**config.mk**
```make
export PLATFORM = sky130hd
export DESIGN_NAME = udp_rx_parser
export DESIGN_NICKNAME = d
export VERILOG_FILES = /design/src/rtl/udp_rx_pkg.sv /design/src/rtl/udp_rx_parser_ip_csum_acc.sv /design/src/rtl/udp_rx_parser.sv
export SDC_FILE = /design/constraint.sdc
export NUM_CORES = 1
export LEC_CHECK = 0
export CAP_MARGIN = 30
export CORE_ASPECT_RATIO = 0.7
export CORE_MARGIN = 1.5
export CORE_UTILIZATION = 50
export CTS_CLUSTER_DIAMETER = 100
export DETAILED_ROUTE_END_ITERATION = 10
export HOLD_SLACK_MARGIN = 0.05
export MAX_ROUTING_LAYER = met4
export PLACE_DENSITY = 0.7
export SYNTH_ARGS = -nofsm -noshare
export SYNTH_HDL_FRONTEND = slang
export SYNTH_SLANG_ARGS = --single-unit
```
**constraint.sdc**
```tcl
create_clock -name gtx_clk -period 8 [get_ports gtx_clk]
set_input_delay 1.2 -clock gtx_clk [delete_from_list [all_inputs] [get_ports gtx_clk]]
set_output_delay 1.2 -clock gtx_clk [all_outputs]
set_load 0.1 [all_outputs]
```
**src/rtl/udp_rx_pkg.sv**
```systemverilog
// Shared types and constants for the UDP receive parser.
// Contents:
//   state_t         frame-state FSM encoding
//   *_OFS           byte offsets into the Ethernet II + IPv4 + UDP header
//   HDR_LEN         total header length stripped from every frame
//   ETHERTYPE_IPV4  / IP_PROTO_UDP  accepted protocol identifiers
//   csum_add        16-bit one's-complement addition with end-around carry
package udp_rx_pkg;

    typedef enum logic [2:0] {
        SYNC    = 3'd0,
        IDLE    = 3'd1,
        HDR     = 3'd2,
        PAYLOAD = 3'd3,
        DROP    = 3'd4
    } state_t;

    localparam logic [5:0] ETH_TYPE_OFS = 6'd12;
    localparam logic [5:0] IP_VER_OFS   = 6'd14;
    localparam logic [5:0] IP_PROTO_OFS = 6'd23;
    localparam logic [5:0] IP_SRC_OFS   = 6'd26;
    localparam logic [5:0] IP_DST_OFS   = 6'd30;
    localparam logic [5:0] UDP_SRC_OFS  = 6'd34;
    localparam logic [5:0] UDP_DST_OFS  = 6'd36;
    localparam logic [5:0] UDP_LEN_OFS  = 6'd38;
    localparam logic [5:0] HDR_LEN      = 6'd42;

    localparam logic [15:0] ETHERTYPE_IPV4 = 16'h0800;
    localparam logic [7:0]  IP_PROTO_UDP   = 8'h11;

    // The carry out of bit 15 is added back in; the result cannot overflow
    // again because the largest 17-bit sum is 0x1FFFE.
    function automatic logic [15:0] csum_add(input logic [15:0] a, input logic [15:0] b);
        logic [16:0] s;
        s = {1'b0, a} + {1'b0, b};
        return s[15:0] + {15'd0, s[16]};
    endfunction

endpackage

```
**src/rtl/udp_rx_parser_ip_csum_acc.sv**
```systemverilog
// Byte-serial IPv4 header checksum accumulator.
// Bytes arrive high byte first; every second byte completes a 16-bit word.
// Ports:
//   clk, rst     clock and asynchronous active-high reset
//   start        marks the first (high) byte of the summed region; clears the sum
//   byte_valid   data holds a byte of the summed region
//   data         header byte
//   sum          running sum including the word completed by the current
//                byte; meaningful only when the current byte is a low byte
module ip_csum_acc
    import udp_rx_pkg::*;
(
    input  logic        clk,
    input  logic        rst,
    input  logic        start,
    input  logic        byte_valid,
    input  logic [7:0]  data,
    output logic [15:0] sum
);

    logic [15:0] acc;
    logic [7:0]  hi;
    logic        have_hi;

    assign sum = csum_add(acc, {hi, data});

    always_ff @(posedge clk or posedge rst) begin
        if (rst) begin
            acc     <= 16'd0;
            hi      <= 8'd0;
            have_hi <= 1'b0;
        end else if (byte_valid) begin
            if (start || !have_hi) begin
                hi      <= data;
                have_hi <= 1'b1;
                if (start) begin
                    acc <= 16'd0;
                end
            end else begin
                acc     <= csum_add(acc, {hi, data});
                have_hi <= 1'b0;
            end
        end
    end

endmodule

```
**src/rtl/udp_rx_parser.sv**
```systemverilog
// UDP receive parser: consumes the byte-wide MAC rx stream, checks the
// Ethernet II / IPv4 / UDP header against the local MAC, IP and port,
// strips the 42-byte header and forwards only the UDP payload.
//
// Handshake: neither stream has a ready signal. A beat is transferred on
// every clock edge where tvalid is high; the source never stalls and the
// sink must accept every beat. tuser is meaningful only together with tlast.
//
// Ports:
//   gtx_clk, glbl_rst            clock, asynchronous active-high reset
//   rx_axis_*                    MAC rx stream (tuser = bad frame, with tlast)
//   m_axis_*                     payload stream (tuser = MAC bad or truncated)
//   hdr_valid                    one-cycle pulse per accepted header
//   src_ip/src_port/payload_len  metadata, stable until the next hdr_valid
//   good_cnt/drop_cnt            saturating frame statistics
//
// Build option: define UDP_RX_IP_CSUM_CHECK_EN to also drop frames whose
// IPv4 header checksum is wrong.
module udp_rx_parser
    import udp_rx_pkg::*;
#(
    parameter logic [47:0] LOCAL_MAC  = 48'h000A35000102,
    parameter logic [31:0] LOCAL_IP   = 32'hC0A80102,
    parameter logic [15:0] LOCAL_PORT = 16'd5000,
    parameter int          CNT_W      = 16
) (
    input  logic             gtx_clk,
    input  logic             glbl_rst,
    input  logic [7:0]       rx_axis_tdata,
    input  logic             rx_axis_tvalid,
    input  logic             rx_axis_tlast,
    input  logic             rx_axis_tuser,
    output logic [7:0]       m_axis_tdata,
    output logic             m_axis_tvalid,
    output logic             m_axis_tlast,
    output logic             m_axis_tuser,
    output logic             hdr_valid,
    output logic [31:0]      src_ip,
    output logic [15:0]      src_port,
    output logic [15:0]      payload_len,
    output logic [CNT_W-1:0] good_cnt,
    output logic [CNT_W-1:0] drop_cnt
);

    localparam logic [CNT_W-1:0] CNT_ONE = {{(CNT_W-1){1'b0}}, 1'b1};
    localparam logic [CNT_W-1:0] CNT_MAX = {CNT_W{1'b1}};

    state_t      state, state_d;
    logic [5:0]  cnt;           // index of the next header byte while in HDR
    logic [5:0]  hidx;          // header index of the current beat
    logic [39:0] sh;            // last five header bytes, newest in [7:0]
    logic [31:0] src_ip_cap;
    logic [15:0] src_port_cap;
    logic [15:0] plen_cap;
    logic [15:0] pcnt;          // payload bytes taken into the hold register
    logic [7:0]  hold;
    logic        hold_v;
    logic        flush_v;       // second beat of a two-cycle end-of-frame flush
    logic [7:0]  flush_d;
    logic        flush_u;

    logic        hdr_beat;
    logic        chk_fail;
    logic        pay_done;
    logic        pay_final;
    logic        hdr_accept;
    logic        inc_good;
    logic        inc_drop;
    logic        load_hold;
    logic        flush_set;
    logic        flush_u_d;
    logic        o_v;
    logic [7:0]  o_d;
    logic        o_l;
    logic        o_u;

    assign hdr_beat  = rx_axis_tvalid && (state == IDLE || state == HDR);
    assign hidx      = (state == IDLE) ? 6'd0 : cnt;
    assign pay_done  = (pcnt == plen_cap);
    assign pay_final = ((pcnt + 16'd1) == plen_cap);

`ifdef UDP_RX_IP_CSUM_CHECK_EN
    logic [15:0] csum_sum;
    logic        csum_start;
    logic        csum_byte;

    assign csum_start = hdr_beat && (hidx == IP_VER_OFS);
    assign csum_byte  = hdr_beat && (hidx >= IP_VER_OFS) && (hidx <= IP_DST_OFS + 6'd3);

    ip_csum_acc u_csum (
        .clk        (gtx_clk),
        .rst        (glbl_rst),
        .start      (csum_start),
        .byte_valid (csum_byte),
        .data       (rx_axis_tdata),
        .sum        (csum_sum)
    );
`endif

    // Each check fires on the last byte of its field, using the shift
    // register for the earlier bytes of that field.
    always_comb begin
        chk_fail = 1'b0;
        case (hidx)
            6'd5:                chk_fail = !(({sh, rx_axis_tdata} == LOCAL_MAC) ||
                                              ({sh, rx_axis_tdata} == 48'hFFFF_FFFF_FFFF));
            ETH_TYPE_OFS + 6'd1: chk_fail = ({sh[7:0], rx_axis_tdata} != ETHERTYPE_IPV4);
            IP_VER_OFS:          chk_fail = (rx_axis_tdata != 8'h45);
            IP_PROTO_OFS:        chk_fail = (rx_axis_tdata != IP_PROTO_UDP);
            IP_DST_OFS + 6'd3:   chk_fail = ({sh[23:0], rx_axis_tdata} != LOCAL_IP);
            UDP_DST_OFS + 6'd1:  chk_fail = ({sh[7:0], rx_axis_tdata} != LOCAL_PORT);
            UDP_LEN_OFS + 6'd1:  chk_fail = ({sh[7:0], rx_axis_tdata} < 16'd8);
            default:             chk_fail = 1'b0;
        endcase
`ifdef UDP_RX_IP_CSUM_CHECK_EN
        if (hidx == IP_DST_OFS + 6'd3 && csum_sum != 16'hFFFF) begin
            chk_fail = 1'b1;
        end
`endif
    end

    always_ff @(posedge gtx_clk or posedge glbl_rst) begin
        if (glbl_rst) begin
            state <= SYNC;
        end else begin
            state <= state_d;
        end
    end

    always_comb begin
        state_d    = state;
        hdr_accept = 1'b0;
        inc_good   = 1'b0;
        inc_drop   = 1'b0;
        load_hold  = 1'b0;
        flush_set  = 1'b0;
        flush_u_d  = 1'b0;
        // A pending flush beat owns the output; no other emission can
        // coincide because the next frame is still in its header.
        o_v = flush_v;
        o_d = flush_d;
        o_l = flush_v;
        o_u = flush_v & flush_u;
        case (state)
            SYNC: begin
                if (rx_axis_tvalid && rx_axis_tlast) state_d = IDLE;
            end
            IDLE, HDR: begin
                if (rx_axis_tvalid) begin
                    if (chk_fail) begin
                        inc_drop = 1'b1;
                        state_d  = rx_axis_tlast ? IDLE : DROP;
                    end else if (hidx == HDR_LEN - 6'd1) begin
                        hdr_accept = 1'b1;
                        if (plen_cap == 16'd0) begin
                            inc_good = 1'b1;
                            state_d  = rx_axis_tlast ? IDLE : DROP;
                        end else if (rx_axis_tlast) begin
                            // Header complete but no payload byte at all.
                            inc_drop = 1'b1;
                            state_d  = IDLE;
                        end else begin
                            state_d = PAYLOAD;
                        end
                    end else if (rx_axis_tlast) begin
                        inc_drop = 1'b1;
                        state_d  = IDLE;
                    end else begin
                        state_d = HDR;
                    end
                end
            end
            PAYLOAD: begin
                if (rx_axis_tvalid) begin
                    if (!pay_done) begin
                        if (hold_v) begin
                            o_v = 1'b1;
                            o_d = hold;
                            o_l = 1'b0;
                            o_u = 1'b0;
                        end
                        if (rx_axis_tlast) begin
                            // Final payload byte or truncation: the held byte
                            // goes out now, the tlast byte one cycle later.
                            if (hold_v) begin
                                flush_set = 1'b1;
                                flush_u_d = pay_final ? rx_axis_tuser : 1'b1;
                            end else begin
                                o_v = 1'b1;
                                o_d = rx_axis_tdata;
                                o_l = 1'b1;
                                o_u = pay_final ? rx_axis_tuser : 1'b1;
                            end
                            inc_good = pay_final;
                            inc_drop = !pay_final;
                            state_d  = IDLE;
                        end else begin
                            load_hold = 1'b1;
                        end
                    end else if (rx_axis_tlast) begin
                        // End of padding: release the held final byte.
                        o_v      = 1'b1;
                        o_d      = hold;
                        o_l      = 1'b1;
                        o_u      = rx_axis_tuser;
                        inc_good = 1'b1;
                        state_d  = IDLE;
                    end
                end
            end
            DROP: begin
                if (rx_axis_tvalid && rx_axis_tlast) state_d = IDLE;
            end
            default: state_d = SYNC;
        endcase
    end

    always_ff @(posedge gtx_clk or posedge glbl_rst) begin
        if (glbl_rst) begin
            m_axis_tdata  <= 8'd0;
            m_axis_tvalid <= 1'b0;
            m_axis_tlast  <= 1'b0;
            m_axis_tuser  <= 1'b0;
            hdr_valid     <= 1'b0;
            src_ip        <= 32'd0;
            src_port      <= 16'd0;
            payload_len   <= 16'd0;
            good_cnt      <= '0;
            drop_cnt      <= '0;
            cnt           <= 6'd0;
            sh            <= 40'd0;
            src_ip_cap    <= 32'd0;
            src_port_cap  <= 16'd0;
            plen_cap      <= 16'd0;
            pcnt          <= 16'd0;
            hold          <= 8'd0;
            hold_v        <= 1'b0;
            flush_v       <= 1'b0;
            flush_d       <= 8'd0;
            flush_u       <= 1'b0;
        end else begin
            m_axis_tvalid <= o_v;
            m_axis_tlast  <= o_l;
            m_axis_tuser  <= o_u;
            if (o_v) m_axis_tdata <= o_d;
            hdr_valid <= hdr_accept;

            flush_v <= flush_set;
            if (flush_set) begin
                flush_d <= rx_axis_tdata;
                flush_u <= flush_u_d;
            end

            if (hdr_beat) begin
                sh  <= {sh[31:0], rx_axis_tdata};
                cnt <= (state == IDLE) ? 6'd1 : cnt + 6'd1;
                if (hidx == IP_SRC_OFS + 6'd3)  src_ip_cap   <= {sh[23:0], rx_axis_tdata};
                if (hidx == UDP_SRC_OFS + 6'd1) src_port_cap <= {sh[7:0], rx_axis_tdata};
                if (hidx == UDP_LEN_OFS + 6'd1) plen_cap     <= {sh[7:0], rx_axis_tdata} - 16'd8;
            end

            if (hdr_accept) begin
                src_ip      <= src_ip_cap;
                src_port    <= src_port_cap;
                payload_len <= plen_cap;
                pcnt        <= 16'd0;
                hold_v      <= 1'b0;
            end

            if (load_hold) begin
                hold   <= rx_axis_tdata;
                hold_v <= 1'b1;
                pcnt   <= pcnt + 16'd1;
            end

            if (inc_good && good_cnt != CNT_MAX) good_cnt <= good_cnt + CNT_ONE;
            if (inc_drop && drop_cnt != CNT_MAX) drop_cnt <= drop_cnt + CNT_ONE;
        end
    end

endmodule

```
After elaboration in Yosys (flattened, before gate mapping). Index checks and enable logic that the tools add are counted.

Logic and storage cells: 156. Output and inout bits: 108. Input bits: 13. Register bits: 256.

Mux-type cells: 81. Order comparisons: 1. Add/subtract/negate cells: 5. Equality and inequality tests: 29. Bitwise gates (word level): 1. Reductions and logical operators: 17.

Operators with widths (count): two-way mux 1 bit (56); two-way mux 8 bit (7); adder 16 x 1 -> 16 bit, second input constant (3); equality test 48 x 36 -> 1 bit, second input constant (1); equality test 48 bit, second input constant (1); equality test 16 bit (2); two-way mux 16 bit (2); inequality test 16 bit, second input constant (2); inequality test 32 bit, second input constant (1); equality test 6 bit, second input constant (5); two-way mux 3 bit (8); logical NOT 16 bit (1); < comparator 16 x 4 -> 1 bit, second input constant (1); inequality test 16 x 12 -> 1 bit, second input constant (1); inequality test 16 x 13 -> 1 bit, second input constant (1); subtractor 16 x 4 -> 16 bit, second input constant (1); equality test 6 x 4 -> 1 bit, second input constant (2); equality test 6 x 5 -> 1 bit, second input constant (2); two-way mux 6 bit (2); one-hot mux 3 bit (3 select lines) (1); inequality test 8 x 5 -> 1 bit, second input constant (1); inequality test 8 x 7 -> 1 bit, second input constant (1); one-hot mux 1 bit (7 select lines) (1); adder 6 x 1 -> 6 bit, second input constant (1); other kinds (17) (30).

Longest topological paths before layout. Gate-level depths: netlist (run 1).

Depth after elaboration: 9. Mapped depth: 11. Mapped depth without buffers: 9.

Worst setup path before layout (run 1). Ideal clock, no wire load.

Path type: input to register. Start: input rx_axis_tdata[0]. End: register drop_cnt[13]. Slack: 4649 ps. Cell stages on the path: 10. Buffers on the path: 2. Required time: 7838 ps. Library setup time: 162 ps. Arrival: 3189 ps. Cell sequence: buf_6 -> or4_4 -> nor4_2 -> nand4_1 -> a21oi_1 -> o211ai_2 -> o21ai_4 -> buf_8 -> nor4_2 -> xor2_1.

Longest elaborated chain between the ends: 8. Elaborated cells between the ends (all ways): 15. Those cells by class: order compare: 1; eq/ne: 7; mux: 4; reduce/logical: 3.

Ends and longest elaborated chain: start, declared (line udp_rx_parser.sv:29) `input logic [7:0] rx_axis_tdata,`; parallel branches: the longest is 3 deep, another holds < comparator 16 x 4 -> 1 bit; one-hot mux 1 bit (7 select lines) * (line udp_rx_parser.sv:104) `case (hidx)`; two-way mux 1 bit * (line udp_rx_parser.sv:150) `if (chk_fail) begin`; two-way mux 1 bit * (line udp_rx_parser.sv:149) `if (rx_axis_tvalid) begin`; one-hot mux 1 bit (2 select lines) * (line udp_rx_parser.sv:144) `case (state)`; logical AND 1 bit * (line udp_rx_parser.sv:277) `if (inc_drop && drop_cnt != CNT_MAX) drop_cnt <= drop_cnt + CNT_ONE;`; end signal, assigned (line udp_rx_parser.sv:277); end, declared (line udp_rx_parser.sv:42) `output logic [CNT_W-1:0] drop_cnt`.

Every way passes the cells marked *. A chain may end at the register's enable or synchronous reset.

Final worst setup path (run 1).
Start: input rx_axis_tdata[2]. End: register drop_cnt[1].

The elaborated chain is that of the path after synthesis.

==> results of run 1 <==
==> final cells by class <==
| type | count | area, um2 | share of cell area |
|---|---|---|---|
| sequential | 256 | 6406 | 0.4388 |
| multi-input combinational | 892 | 5441 | 0.3727 |
| clock buffer | 32 | 701.9 | 0.04808 |
| clock inverter | 14 | 245.2 | 0.01680 |
| tap | 318 | 397.9 | 0.02725 |
| inverter | 18 | 71.32 | 0.004885 |
| timing repair buffer | 133 | 1335 | 0.09145 |
==> worst max-delay path, stage by stage <==
cell	delay, ps
clkdlybuf4s50_1	740
or4_4	670
nor4b_2	290
nor4_1	90
a211oi_2	230
o211ai_2	190
o21ai_4	610
nor3_2	130
mux2_4	330
==> registers in the layout, summed over array words and instances, names as in the netlist, 3 cells and up <==
name	count
src_ip	32
src_port_cap	16
sh	40
hold	8
cnt	6
m_axis_tdata	8
payload_len	16
good_cnt	16
src_ip_cap	32
pcnt	16
state	3
src_port	16
flush_d	8
drop_cnt	16
plen_cap	16
==> through the flow <==
| step | hold WS (ps) | power, mW |
|---|---|---|
| 3_5_place_dp | 457.6 | 2.718 |
| 4_1_cts | 472.5 | 4.057 |
| 2_1_floorplan | 431.5 | 2.446 |
| 6_report | 468.5 | 4.047 |
| 5_1_grt | 485.8 | 4.233 |
| 3_3_place_gp | 447.5 | 2.692 |
==> power breakdown <==
part,switching [mW],internal (mW)
combinational,0.654,0.305
sequential,0.276,1.48
clock,0.516,0.819
==> logic make-up (layout without fill, tap and decap cells) <==
family          count (synthesis)  in the layout  synth area share
simple gates                  609            609            0.2455
flops                         256            256            0.5201
compound gates                137            137           0.07527
buf+inv                        99            197           0.03962
xor+xnor                       71             71           0.05049
mux                            70             70           0.06390
fa+ha+maj                       5              5          0.005079
==> how the worst min path moves through the flow <==
stage	start	endpoint	slack, ps	cells past startpoint
finish	src_ip_cap[16]	src_ip[16]	470	2
global route	src_ip_cap[14]	src_ip[14]	490	2
CTS	src_ip_cap[16]	src_ip[16]	470	2
detailed placement	src_port_cap[0]	src_port[0]	460	2
global placement	src_port_cap[9]	src_port[9]	450	2
floorplan	src_ip_cap[21]	src_ip[21]	430	2
==> cells in the final DEF, fill, tap and decap left out, drive strengths merged, types with 4 or more instances in the layout <==
| cell type | n |
|---|---|
| a21oi | 30 |
| a22oi | 8 |
| a31oi | 9 |
| and3 | 17 |
| and4 | 4 |
| buf | 13 |
| bufinv | 6 |
| clkbuf | 32 |
| clkdlybuf4s50 | 120 |
| clkinvlp | 5 |
| dfrtp | 256 |
| ha | 5 |
| inv | 18 |
| mux2 | 66 |
| mux2i | 4 |
| nand2 | 364 |
| nand2b | 6 |
| nand3 | 28 |
| nand3b | 5 |
| nand4 | 34 |
| nor2 | 53 |
| nor2b | 8 |
| nor3 | 15 |
| nor3b | 5 |
| nor4 | 38 |
| nor4b | 9 |
| o211ai | 13 |
| o21a | 5 |
| o21ai | 39 |
| o22a | 7 |
| o31ai | 9 |
| or3 | 4 |
| or4 | 8 |
| xnor2 | 21 |
| xor2 | 50 |
==> routing by layer <==
layer  share of wire  GRT usage
met1            0.50     0.3934
met3           0.068    0.04003
met5               0          -
met2            0.42     0.3535
met4           0.018    0.04987
==> results.py, run 1 <==
metrics = {
    "place": {
        "placed_cell_area_um2": 13650,
        "dpl.cell_count": 1617,
        "numPortBuffers": 120,
        "pre_cts_ws_ps": 3396,
        "gp_congestion": 0.8936,
        "hpwl_um": 20350,
    },
    "synthesis": {
        "yosysMostFrequentCell": "nand2_1",
        "synth_area_um2": 12320,
        "ys_ff_latch": 256,
        "syn_inst": 1247,
        "yosysSeqAreaShare": 0.5201,
        "syn_avg_cell_area_um2": 9.877,
        "synth_top_area_cell": "dfrtp_1",
        "synth-edff-count": 0,
        "yosys-top-cells-area": "dfrtp_1 52%, nand2_1 11%, mux2_2 5.2%",
        "synthFlopType": "dfrtp_1",
        "syn_nets": 1265,
        "synthTopCellsByCount": "364 x nand2_1, 256 x dfrtp_1, 57 x mux2_2",
        "yosysWarnings": 0,
        "async_flop_share": 1.000,
        "ys_types": 77,
        "synth.top_cell.area_share": 0.5201,
    },
    "clock_tree": {
        "clkTransAtPathRegs_ps": 60,
        "cts_made_buffers": 25,
        "post-cts-setup-buffer-count": 0,
        "cts-hold-fix-buffers": 0,
        "clock_insertion_delay_worst_skew_ps": 540,
        "cts_tree": "built",
        "clockBufferDepth": 3,
        "clock_tree.root_cell": "clkbuf_16",
        "cts_resized": 0,
        "htree_num_levels": 1,
        "clock_sinks": 256,
    },
    "critical_path": {
        "endpoint_kind": "flip-flop",
        "r2r_slack_ps": 4490,
        "crit_type": "in2reg",
        "crit_required_ps": 8420,
        "crit_start": "rx_axis_tdata[2]",
        "worstReg2RegEnd": "drop_cnt[1]",
        "ff2ff_path_depth": 9,
        "worst_r2r_startpoint": "pcnt[0]",
        "cp.arrival_ps": 4500,
        "cp-start-kind": "primary input",
        "endpoint": "drop_cnt[1]",
        "cp_max_fo": 15,
    },
    "timing": {
        "max-slew-margin-rel": 0.3189,
        "rsz0062_at_grt": "false",
        "fin_skew_ps": 23.77,
        "fin_crit_ps": 4078,
        "tightest_slew_ps": 1018,
        "min_period_over_period": 0.5097,
        "setup_viol": 0,
        "maxSlewViolCount": 0,
        "finalHoldViolations": 0,
        "worst_slack_ps": 3922,
        "finalSetupTns_ps": 0,
        "max_freq_mhz": 245.2,
    },
    "global_route": {
        "grt_overflow": 0,
        "grt_pass1_wl_um": 50710,
        "grtUsageTotal": 0.2551,
        "antenna_found_initial": 0,
        "grt_max_degree": 146,
        "grt_pass1_vias": 9220,
    },
    "finish": {
        "syn2layout_area_growth_pct": 18.53,
        "post-route-util": 0.6100,
        "fin_area_um2": 14600,
        "instances_no_fill": 1663,
        "drive_above_1_share": 0.1204,
        "layout.nets": 1344,
        "insertedDiodeCount": 0,
        "n_fill_cell": 2019,
    },
    "die": {
        "fp.dieH_um": 134.3,
        "dieArea_um2": 25600,
        "dieWidth_um": 190.6,
        "rows": 47,
        "io_pins": 121,
        "start_util": 0.5146,
        "core_area_um2": 23930,
    },
    "pwr": {
        "power_density_nw_per_um2": 277.2,
        "ir_drop_uv": 257.2,
        "p_leak_nw": 6.940,
    },
    "job": {
        "maxCapViolCount": 0,
    },
    "drt": {
        "drtPass1Iterations": 6,
        "drt_wl_total_um": 30830,
        "avgRoutedWirePerCell_um": 18.54,
        "ant_nets": 0,
        "vias": 9529,
        "routed_via_density": 5.730,
        "drtIter0Drc": 741,
        "drc": 0,
    },
    "worst_hold_path": {
        "min_path_type": "reg2reg",
    },
    "outcome": {
        "status": "finished clean",
    },
}
No activity file was read; power rests on OpenSTA's default activity.
==> run 2, diff against run 1 <==
clock period = 3.4 ns   (was 8 ns; I/O delays follow)
==> results.py, run 2 (synthesized netlist as in run 1, its figures left out) <==
metrics = {
    "drt": {
        "vias": 9761,
        "routed_via_density": 5.725,
        "drc": 0,
        "ant_nets": 0,
        "avgRoutedWirePerCell_um": 18.36,
        "drtIter0Drc": 755,
        "drt_wl_total_um": 31300,
        "drtPass1Iterations": 6,
    },
    "global_route": {
        "grt_pass1_vias": 9617,
        "gr-usage-met1": 0.4056,
        "grt_pass1_wl_um": 51670,
        "grtUsageTotal": 0.2592,
        "grt_overflow": 0,
        "antenna_found_initial": 0,
        "top_usage_layer": "met1",
        "grt_max_degree": 70,
        "grt_use_met2": 0.3600,
        "use_met3": 0.03297,
    },
    "clock_tree": {
        "clkTransAtPathRegs_ps": 60,
        "cts_made_buffers": 25,
        "clock_tree.root_cell": "clkbuf_16",
        "htree_num_levels": 1,
        "cts_tree": "built",
        "post-cts-setup-buffer-count": 0,
        "clockBufferDepth": 3,
        "clock_insertion_delay_worst_skew_ps": 530,
        "clock_sinks": 256,
    },
    "worst_hold_path": {
        "min_path_type": "in2async",
    },
    "die": {
        "dieWidth_um": 190.6,
        "start_util": 0.5146,
        "rows": 47,
        "dieArea_um2": 25600,
        "io_pins": 121,
        "core_area_um2": 23930,
        "fp.dieH_um": 134.3,
    },
    "pwr": {
        "ir_drop_uv": 828.1,
        "p_comb_frac": 0.251,
        "pwr-share-seq": 0.420,
        "p_switching_mw": 3.403,
        "p_leak_nw": 7.171,
        "p_sw_frac": 0.3530,
        "power_frac_clock": 0.328,
        "intPower_mw": 6.237,
        "power_density_nw_per_um2": 643.4,
    },
    "job": {
        "maxCapViolCount": 0,
    },
    "finish": {
        "multiInputGateArea_um2": 5441,
        "post-route-util": 0.6260,
        "syn2layout_area_growth_pct": 21.65,
        "drive_above_1_share": 0.1456,
        "layout_common_cells": "363 x nand2_1, 256 x dfrtp_1, 120 x clkdlybuf4s50_1, 57 x mux2_2, 52 x nor2_1",
        "largestRegisters": "sh: 40 flops, src_ip: 32 flops, src_ip_cap: 32 flops",
        "layout.nets": 1386,
        "layout_commonest_cell": "nand2_1",
        "instances_no_fill": 1705,
        "n_fill_cell": 1966,
        "insertedDiodeCount": 0,
        "largest_register_ffs": 40,
        "largest_register": "sh",
        "seq_area_um2": 6406,
    },
    "timing": {
        "setup_viol": 0,
        "holdWs_ps": 411.9,
        "fin_crit_ps": 3191,
        "finalHoldViolations": 0,
        "max_freq_mhz": 313.4,
        "min_period_over_period": 0.9384,
        "rsz0062_at_grt": "false",
        "fin_skew_ps": 14.94,
        "tightest_slew_ps": 1044,
        "worst_slack_ps": 209.4,
        "maxSlewViolCount": 0,
        "max-slew-margin-rel": 0.3016,
    },
    "critical_path": {
        "path_cells": "ha_1 -> nand3_1 -> xnor2_1 -> nand4_1 -> a311o_1 -> or3_4 -> o21ai_4 -> buf_4 -> nor4b_1 -> xor2_1",
        "cp-start-kind": "flip-flop",
        "max_stage_delay_ps": 480,
        "cp.buffers_inverters": 1,
        "ff2ff_path_depth": 10,
        "endpoint_kind": "flip-flop",
        "crit_required_ps": 3790,
        "cp_slowest_cell": "dfrtp_1",
        "path_depth": 10,
        "crit_type": "reg2reg",
        "cp.arrival_ps": 3580,
        "cp_top_family": "simple AND/OR/NAND/NOR gates",
        "cp_max_fo": 8,
    },
    "place": {
        "numPortBuffers": 120,
        "gp_congestion": 0.8940,
        "pre_cts_ws_ps": 4.127,
        "hpwl_um": 21400,
        "dpl.cell_count": 1659,
    },
    "outcome": {
        "status": "finished clean",
    },
}
-- run 2: layout make-up --
type,instances,share of cell area
inverter,18,0.004760
clock buffer,32,0.04551
multi-input combinational,892,0.3632
sequential,256,0.4276
clock inverter,14,0.01720
tap,318,0.02656
timing repair buffer,175,0.1152
-- run 2: path summary, 6_finish.rpt --
check                      slack, ps              to            from
max                              210    drop_cnt[11]         pcnt[0]
min                              410  src_ip_cap[28]        glbl_rst
max reg2reg                      210    drop_cnt[11]         pcnt[0]
min reg2reg                      460      src_ip[30]  src_ip_cap[30]
max in group asynchronous       2420   src_ip_cap[3]        glbl_rst
min in group gtx_clk             460      src_ip[30]  src_ip_cap[30]
-- run 2: power groups by stage --
stage | clock network [mW] | registers (mW) | logic, mW
after floorplan | 0 | 4.35 | 1.40
after global placement | 0 | 4.08 | 2.36
after detailed placement | 0 | 4.09 | 2.40
after CTS | 3.21 | 4.03 | 2.43
after global routing | 3.33 | 4.12 | 2.63
final | 3.17 | 4.05 | 2.42
-- run 2: per-stage QoR --
step,cell area [um2],total power [mW],setup TNS (ps)
finish,14980,9.640,0
global placement,14020,6.440,0
global route,14980,10.08,0
CTS,14980,9.675,0
detailed placement,14040,6.490,0
floorplan,12320,5.754,-123300
-- run 2: worst reg2reg max path, stage by stage (launching register included) --
cell,delay (ps)
dfrtp_1,480
ha_1,360
nand3_1,270
xnor2_1,230
nand4_1,120
a311o_1,380
or3_4,430
o21ai_4,360
buf_4,230
nor4b_1,60
xor2_1,140
-- run 2: timing repair --
action	in CTS	in global routing
gates resized for setup	0	1
setup endpoints to repair	0	1
hold buffers	0	0
-- run 2: metal layers --
metal  up-vias  part of all wire
met2       311              0.42
li1       4539                 -
met1      4860              0.50
met5         -                 0
met4         0             0.017
met3        51             0.057
==> run 3, diff against run 2 <==
ABC_AREA = 1   (was default)
==> results.py, run 3 <==
metrics = {
    "synthesis": {
        "yosysMostFrequentCell": "nand2_1",
        "ys_ff_latch": 256,
        "yosysSeqAreaShare": 0.5195,
        "synth_top_area_cell": "dfrtp_1",
        "synth.top_cell.area_share": 0.5195,
        "synth_top_family_by_area": "simple AND/OR/NAND/NOR gates",
        "synth-simple-area-share": 0.2773,
        "synth_compound_area_frac": 0.09801,
        "synthXorXnorAreaFrac": 0.03379,
        "synthTopCellsByCount": "517 x nand2_1, 256 x dfrtp_1, 179 x o21ai_0",
        "synth_area_um2": 12330,
        "synthFlopType": "dfrtp_1",
        "yosys-mux-area-fraction": 0,
        "ys_types": 45,
        "yosys-top-cells-area": "dfrtp_1 52%, nand2_1 16%, o21ai_0 7.3%",
        "yosysWarnings": 0,
        "syn_inst": 1533,
        "syn_nets": 1551,
        "syn_avg_cell_area_um2": 8.044,
        "yosys.area_share.adder": 0.005073,
        "synth-edff-count": 0,
        "async_flop_share": 1.000,
    },
    "place": {
        "placed_cell_area_um2": 13950,
        "hpwl_um": 22390,
        "numPortBuffers": 120,
        "gp_congestion": 0.9073,
    },
    "critical_path": {
        "crit_type": "reg2reg",
        "cp-start-kind": "flip-flop",
        "crit_top_cell": "nand2_1",
        "crit_required_ps": 3820,
        "path_cells": "inv_1 -> nor2_1 -> nor2_1 -> nand2_1 -> nor4_1 -> nand2_1 -> nand3_1 -> nand2_1 -> o22ai_1",
        "r2r_slack_ps": 610,
        "cp_slowest_cell": "nor4_1",
        "cp_max_fo": 9,
        "worstReg2RegEnd": "pcnt[3]",
        "endpoint_kind": "flip-flop",
        "worst_r2r_startpoint": "plen_cap[6]",
        "max_stage_delay_ps": 550,
        "ff2ff_path_depth": 9,
        "cp.arrival_ps": 3210,
    },
    "clock_tree": {
        "cts_made_buffers": 25,
        "htree_num_levels": 1,
        "clock_sinks": 256,
        "clock_tree.root_cell": "clkbuf_16",
        "cts_resized": 0,
        "cts-hold-fix-buffers": 0,
        "clock_insertion_delay_worst_skew_ps": 520,
        "post-cts-setup-buffer-count": 0,
        "clkTransAtPathRegs_ps": 60,
        "clockBufferDepth": 3,
        "cts_tree": "built",
    },
    "die": {
        "rows": 47,
        "dieWidth_um": 190.7,
        "dieArea_um2": 25630,
        "fp.dieH_um": 134.4,
        "io_pins": 121,
        "start_util": 0.5152,
        "core_area_um2": 23930,
    },
    "pwr": {
        "ir_drop_uv": 723.4,
        "pwr-share-seq": 0.409,
        "p_sw_frac": 0.3932,
        "p_comb_frac": 0.308,
        "power_frac_clock": 0.283,
        "p_switching_mw": 3.985,
        "power_density_nw_per_um2": 684.7,
        "intPower_mw": 6.151,
        "p_leak_nw": 7.023,
    },
    "drt": {
        "vias": 10629,
        "ant_nets": 0,
        "avgRoutedWirePerCell_um": 15.98,
        "drtIter0Drc": 896,
        "routed_via_density": 5.344,
        "drc": 0,
        "drt_wl_total_um": 31790,
        "drtPass1Iterations": 5,
    },
    "timing": {
        "max_freq_mhz": 358.3,
        "rsz0062_at_grt": "false",
        "max-slew-margin-rel": 0.3098,
        "tightest_slew_ps": 1032,
        "setup_viol": 0,
        "maxSlewViolCount": 0,
        "finalSetupTns_ps": 0,
        "fin_skew_ps": 9.775,
        "min_period_over_period": 0.8209,
        "finalHoldViolations": 0,
        "fin_crit_ps": 2791,
    },
    "finish": {
        "n_fill_cell": 2087,
        "insertedDiodeCount": 0,
        "largest_register_ffs": 40,
        "fin_area_um2": 14800,
        "largest_register": "sh",
        "layout_common_cells": "516 x nand2_1, 256 x dfrtp_1, 179 x o21ai_0, 137 x inv_1, 120 x clkdlybuf4s50_1",
        "multiInputGateArea_um2": 5117,
        "drive_above_1_share": 0.06583,
        "layout_commonest_cell": "nand2_1",
        "largestRegisters": "sh: 40 flops, src_ip: 32 flops, src_ip_cap: 32 flops",
        "syn2layout_area_growth_pct": 20.05,
        "layout.nets": 1671,
        "seq_area_um2": 6406,
    },
    "global_route": {
        "grt_max_degree": 84,
        "grt_pass1_wl_um": 51880,
        "grt_overflow": 0,
        "antenna_found_initial": 0,
        "grt_pass1_vias": 9851,
        "grtUsageTotal": 0.2594,
    },
    "outcome": {
        "status": "finished clean",
    },
    "job": {
        "maxCapViolCount": 0,
    },
    "worst_hold_path": {
        "min_path_type": "in2async",
    },
}
==> run 3: cell types whose count changed in the layout (fill, tap and decap cells not counted), moves of 19 or more <==
cell | before | now
nand2_1 | 363 | 516
o21ai_0 | 36 | 179
inv_1 | 16 | 137
mux2_2 | 57 | 0
nand3_1 | 28 | 81
nor2_1 | 52 | 81
nor3_1 | 13 | 36
buf_4 | 46 | 27
xor2_1 | 50 | 31
==> run 3: final cells by class <==
type,instances,share of cell area
flip-flops and latches,256,0.4327
well taps,318,0.02688
clock buffers,36,0.05113
repair buffers,150,0.09888
inverters,149,0.03803
clock inverters,9,0.006677
multi-input cells,1071,0.3457
==> run 3: per-stage QoR <==
step                worst slack (ps)  utilization  instances  hold WS (ps)  power [mW]
detailed placement             374.5       0.5828       1944         457.2       7.269
CTS                            613.0       0.6185       1989         471.6       10.16
floorplan                     -481.6            -       1533         449.4       6.425
global placement               467.7       0.5828       1944         453.9       7.213
finish                         608.8       0.6185       1989         467.0       10.14
global route                   407.2       0.6185       1989         502.4       10.68
==> run 3: how the worst max path moves through the flow <==
stage	cells after the start	from	end
after CTS	14	pcnt[0]	drop_cnt[3]
after floorplan	1	glbl_rst	cnt[0]
after global placement	15	rx_axis_tdata[5]	drop_cnt[15]
after detailed placement	15	rx_axis_tdata[5]	drop_cnt[3]
final	9	plen_cap[6]	pcnt[3]
after global routing	14	pcnt[0]	drop_cnt[3]
==> run 3: cell families (layout without fill, tap and decap cells) <==
| family | after synthesis | after routing |
|---|---|---|
| xor gates and xnor gates | 46 | 46 |
| buffers and inverters | 206 | 344 |
| AOI/OAI and AO/OA | 229 | 229 |
| adders and majority gates | 5 | 5 |
| DFF | 256 | 256 |
| and+or+nand+nor | 791 | 791 |
==> run 3: metal layers <==
metal  share of wire  global-route usage
met1            0.50              0.4009
met4           0.017             0.05206
met2            0.42              0.3622
met5               0                   -
met3           0.060             0.03532
==> run 3: critical path, delay by kind of cell (launching register included) <==
family | cells | cell delay (ps)
buffers and inverters | 1 | 150
DFF | 1 | 440
and+or+nand+nor | 7 | 1860
AOI/OAI and AO/OA | 1 | 240
==> run 3: power groups by stage <==
stage	Clock, mW	Combinational [mW]	Sequential [mW]
2_1_floorplan	0	1.69	4.74
3_3_place_gp	0	3.04	4.17
3_5_place_dp	0	3.09	4.17
4_1_cts	2.92	3.12	4.13
5_1_grt	3.04	3.43	4.22
6_report	2.87	3.12	4.14
